===== src/rtl/flush_pump_pwm_gen.sv =====
// flush_pump_pwm_gen: flush pump PWM generator with per-period reload and soft-start duty ramp.
module flush_pump_pwm_gen #(
  parameter int unsigned MIN_PERIOD = 2,
  parameter int unsigned RAMP_STEP  = 1000
) (
  input  logic        clk,
  input  logic        reset_n,
  input  logic        enable,
  input  logic [31:0] pwm_freq,
  input  logic [31:0] pwm_duty,
  output logic        pwm_out,
  output logic        period_tick,
  output logic        running,
  output logic [31:0] duty_eff
);
  typedef enum logic {IDLE, RUN} state_t;
  state_t      state, state_nx;
  logic [1:0]  rst_sync;
  logic [31:0] cnt, per_sh, tgt;
  logic [31:0] cnt_nx, per_nx, tgt_nx, duty_nx;
  logic        pwm_nx, tick_nx, run_nx;
  logic [31:0] req_tgt, ramp_init, ramp_up, duty_wrap;
  logic [32:0] ramp_sum;
  logic        freq_ok, wrap, ready;
  assign ready     = rst_sync[1];
  assign freq_ok   = pwm_freq >= 32'(MIN_PERIOD);
  assign req_tgt   = pwm_duty < pwm_freq ? pwm_duty : pwm_freq;
  assign ramp_init = (RAMP_STEP == 0 || req_tgt < 32'(RAMP_STEP)) ? req_tgt : 32'(RAMP_STEP);
  // 33-bit sum so a large duty plus step never wraps around
  assign ramp_sum  = {1'b0, duty_eff} + 33'(RAMP_STEP);
  assign ramp_up   = ramp_sum < {1'b0, req_tgt} ? ramp_sum[31:0] : req_tgt;
  assign duty_wrap = (RAMP_STEP == 0 || req_tgt <= duty_eff) ? req_tgt : ramp_up;
  assign wrap      = cnt == per_sh - 32'd1;
  // release of reset is seen by the FSM only after two clk edges
  always_ff @(posedge clk or negedge reset_n)
    if (!reset_n) rst_sync <= 2'b00;
    else          rst_sync <= {rst_sync[0], 1'b1};
  always_ff @(posedge clk or negedge reset_n)
    if (!reset_n) begin
      state       <= IDLE;
      cnt         <= '0;
      per_sh      <= '0;
      tgt         <= '0;
      duty_eff    <= '0;
      pwm_out     <= 1'b0;
      period_tick <= 1'b0;
      running     <= 1'b0;
    end else begin
      state       <= state_nx;
      cnt         <= cnt_nx;
      per_sh      <= per_nx;
      tgt         <= tgt_nx;
      duty_eff    <= duty_nx;
      pwm_out     <= pwm_nx;
      period_tick <= tick_nx;
      running     <= run_nx;
    end
  always_comb
    state_nx = state == IDLE ? ((ready && enable && freq_ok) ? RUN : IDLE)
                             : ((!enable || (wrap && !freq_ok)) ? IDLE : RUN);
  always_comb begin
    cnt_nx  = '0;
    per_nx  = per_sh;
    tgt_nx  = tgt;
    duty_nx = '0;
    pwm_nx  = 1'b0;
    run_nx  = state_nx == RUN;
    tick_nx = state == RUN && enable && wrap;
    if (state == IDLE && state_nx == RUN) begin
      per_nx  = pwm_freq;
      tgt_nx  = req_tgt;
      duty_nx = ramp_init;
    end else if (state == RUN && state_nx == RUN) begin
      cnt_nx  = wrap ? '0 : cnt + 32'd1;
      pwm_nx  = cnt < duty_eff;
      per_nx  = wrap ? pwm_freq : per_sh;
      tgt_nx  = wrap ? req_tgt : tgt;
      duty_nx = wrap ? duty_wrap : duty_eff;
    end
  end
endmodule


===== config.mk =====
export PLATFORM = sky130hd
export DESIGN_NAME = flush_pump_pwm_gen
export DESIGN_NICKNAME = d
export VERILOG_FILES = /design/src/rtl/flush_pump_pwm_gen.sv
export SDC_FILE = /design/constraint.sdc
export NUM_CORES = 1
export LEC_CHECK = 0
export CORE_UTILIZATION = 50
export DETAILED_ROUTE_END_ITERATION = 8
export DONT_BUFFER_PORTS = 1
export PLACE_DENSITY = 0.76
export SETUP_SLACK_MARGIN = 0.2
export SLEW_MARGIN = 10
export SYNTH_ARGS = -nofsm -noshare
export SYNTH_HDL_FRONTEND = slang
export SYNTH_SLANG_ARGS = --single-unit

===== constraint.sdc =====
create_clock -name clk -period 9.9 [get_ports clk]
set_input_delay 0.99 -clock clk [delete_from_list [all_inputs] [get_ports clk]]
set_output_delay 0.99 -clock clk [all_outputs]
set_load 0.01 [all_outputs]

==> summary.md <==
| Metric | Value |
|---|---|
| Min Tclk post-route | 6.31 ns |
| DRC | 0 |
| Synth top area cells | dfrtp_1 (26%), ha_1 (17%), xnor2_1 (5.5%) |
| Filler instances | 1776 |
| Setup violations, final | 0 |
| CTS resizes | 0 |
| All-layer global routing usage | 0.292 |
| Post-synth EDFFs | 0 |
| Least-Margin Pin Slew | 1.24 ns |
| Synth top area share | 0.261 |
| FF/Latch Area | 0.00253 mm² |
| Post-Synthesis Net Count | 1338 |
| YS warnings | 0 |
| Critical Path RT | 10.18 ns |
| Layout cells sized above 1 | 0.0363 |
| Drt pass-1 iters | 6 |
| Largest net degree at the start of global routing | 102 |
| Hold Path Class | in -> async |
| RSZ-0062 raised after global routing | no |
| Async SR Flop Fraction | 1.00 |
| Initial core utilization | 0.514 |
| Commonest non-fill, non-tap cell in the layout | ha_1 |
| Mapped Cells | 1142 |
| Setup_tns | 0 ns |
| Clock skew | 0.0101 ns |
| Wire per inst | 20.3 µm |
| Maximum clock rate | 158 MHz |
| WL final | 28300 µm |
| CTS max path bufs | 2 |
| Finished Core Util | 0.542 |
| Placed cell count | 1375 |
| Total of max-cap violations | 0 |
| Detail Route Antenna Nets | 0 |
| H-tree depth | 3 |
| Total power | 0.00145 W |
| # Post-CTS Setup Buffers | 0 |
| Initial antenna violation count | 1 |
| Most frequent cells in the layout | ha_1 (129), inv_1 (107), dfrtp_1 (101) |
| Mapped Area | 0.00968 mm² |
| Maximum vdd drop | 0.0000923 V |
| Final worst slack | 3.59 ns |
| Vias in the first global route | 8338 |
| Outcome | finished, final reports clean |
| CP endpoint kind | register |
| Vias per inst | 6.22 |
| Total gr overflow | 0 |
| RePlAce Congestion | 0.957 |
| Area of the multi-input gates | 0.00660 mm² |
| CTS Buf Count | 9 |
| Die W | 141 µm |
| DRT iter0 DRCs | 832 |
| Ports | 102 |
| Die Span Y | 141 µm |
| Area Growth Syn to Fin | 5.38% |
| Nets | 1322 |
| Core footprint | 0.0188 mm² |
| Post-synthesis sequential area ratio | 0.261 |
| Pleak | 4.50 nW |
| Crit-path max FO | 50 |
| Pre-CTS setup slack | 3.43 ns |
| Final non-filler cell total | 1392 |
| Row count | 50 |
| Final max-slew violation count | 0 |
| Via count | 8656 |
| Tcrit/Tclk final | 0.637 |
| Hold Buf Count CTS | 0 |
| Die area | 0.0199 mm² |
| Global-route wire length before repair | 44900 µm |
| Worst setup SP type | input pin |
| Clock Sink Count | 101 |
| Synth Flop Type | dfrtp_1 |
| Slew margin rel. | 0.150 |
| P per Cell Area | 142 mW/mm² |
| Arr. time, crit path | 6.59 ns |
| CTS tree | done |
| Final hold vios | 0 |
| Setup CP Type | in -> reg |
| Root buffer cell | clkbuf_16 |
| Post-synth cell types | 69 |
| Syn_area_per_cell | 8.47 µm² |
| Clk_lat worst skew | 0.37 ns |
| Clock slew at reported path FFs | 0.08 ns |
| #FFs+latches synth | 101 |
| Synth area leader | dfrtp_1 |
| Detail Placement HPWL | 22300 µm |
| Port Buffers | 0 |
metal layers:
layer	global-route usage	share of wire	vias up
met5	0	0	-
met4	0.0915	0.020	0
met3	0.0642	0.081	42
met2	0.473	0.46	341
met1	0.387	0.44	4154
li1	-	-	4119
cell type report:
cell class | count | share of cell area
Antenna cell | 1 | 0.000245
Clock buffer | 10 | 0.0234
Clock inverter | 6 | 0.00748
Inverter | 107 | 0.0394
Multi-Input combinational cell | 903 | 0.647
Sequential cell | 101 | 0.248
Tap cell | 260 | 0.0319
Timing Repair Buffer | 4 | 0.00294
where the power goes:
| group | switching (W) | total (W) | internal (W) |
|---|---|---|---|
| clock network | 0.000186 | 0.000394 | 0.000208 |
| logic | 0.000301 | 0.000519 | 0.000218 |
| registers | 0.0000834 | 0.000538 | 0.000454 |
| total | 0.000570 | 0.00145 | 0.000880 |
kinds of logic after synthesis:
family,count (synthesis),synth area share
and+or+nand+nor,378,0.205
AOI/OAI and AO/OA,245,0.161
buffers and inverters,138,0.0590
adders and majority gates,129,0.167
DFF,101,0.261
xor gates and xnor gates,95,0.0860
muxes,55,0.0613
other,1,0.000388
critical path, cell delays in order:
cell      delay [ns]
inv_1           0.04
ha_1            0.31
a21oi_1         0.33
nand2b_1        0.10
a21oi_1         0.18
o221ai_1        0.29
a21oi_4         0.36
buf_4           0.47
nand2_1         0.10
o21ai_0         0.18
inv_1           0.10
ha_1            0.30
a21o_1          0.18
a21o_1          0.17
a221o_1         0.35
o221a_2         0.29
nor4_1          0.54
nand3_1         0.21
nor2_2          0.70
a221oi_1        0.21
o22ai_1         0.17
sequential cells by signal, indices dropped and copies added, names as in the netlist:
signal	cells
state	1
pwm_out	1
period_tick	1
rst_sync	2
per_sh	32
cnt	32
duty_eff	32
final timing paths:
kind	startpoint	endpoint	slack, ns	cells after the start
min	reset_n	cnt[30]$_DFF_PN0_	0.31	0
max reg2reg	duty_eff[5]$_DFFE_PN0P_	duty_eff[6]$_DFFE_PN0P_	3.95	15
min reg2reg	rst_sync[0]$_DFF_PN0_	rst_sync[1]$_DFF_PN0_	0.36	0
min in group clk	rst_sync[0]$_DFF_PN0_	rst_sync[1]$_DFF_PN0_	0.36	0
max in group asynchronous	reset_n	duty_eff[18]$_DFFE_PN0P_	9.37	0
max	pwm_freq[31]	duty_eff[6]$_DFFE_PN0P_	3.59	21
per-stage QoR:
step | instance area [µm²] | hold WS [ns]
finish | 10200 | 0.314
global route | 10200 | 0.302
CTS | 10200 | 0.308
detailed placement | 9880 | 0.346
global placement | 9880 | 0.334
floorplan | 9680 | 0.331
synth_stat cells (8+ instances only):
master and number:
a21oi_1 74, a211oi_1 8, nor2_1 80, xor2_1 34, ha_1 129, nand2b_1 13, nand4_1 30, nor4_1 26
dfrtp_1 101, or3_1 12, clkbuf_1 16, nor3_1 37, xnor2_1 61, o211ai_1 9, nand2_1 84, nand3_1 34
mux2i_1 23, mux2_1 30, o22ai_1 24, inv_1 107, and3_1 9, o21ai_0 47, and4_1 9, a21o_1 22
or4_1 10
Note: power is estimated with default switching activity, not from simulation.
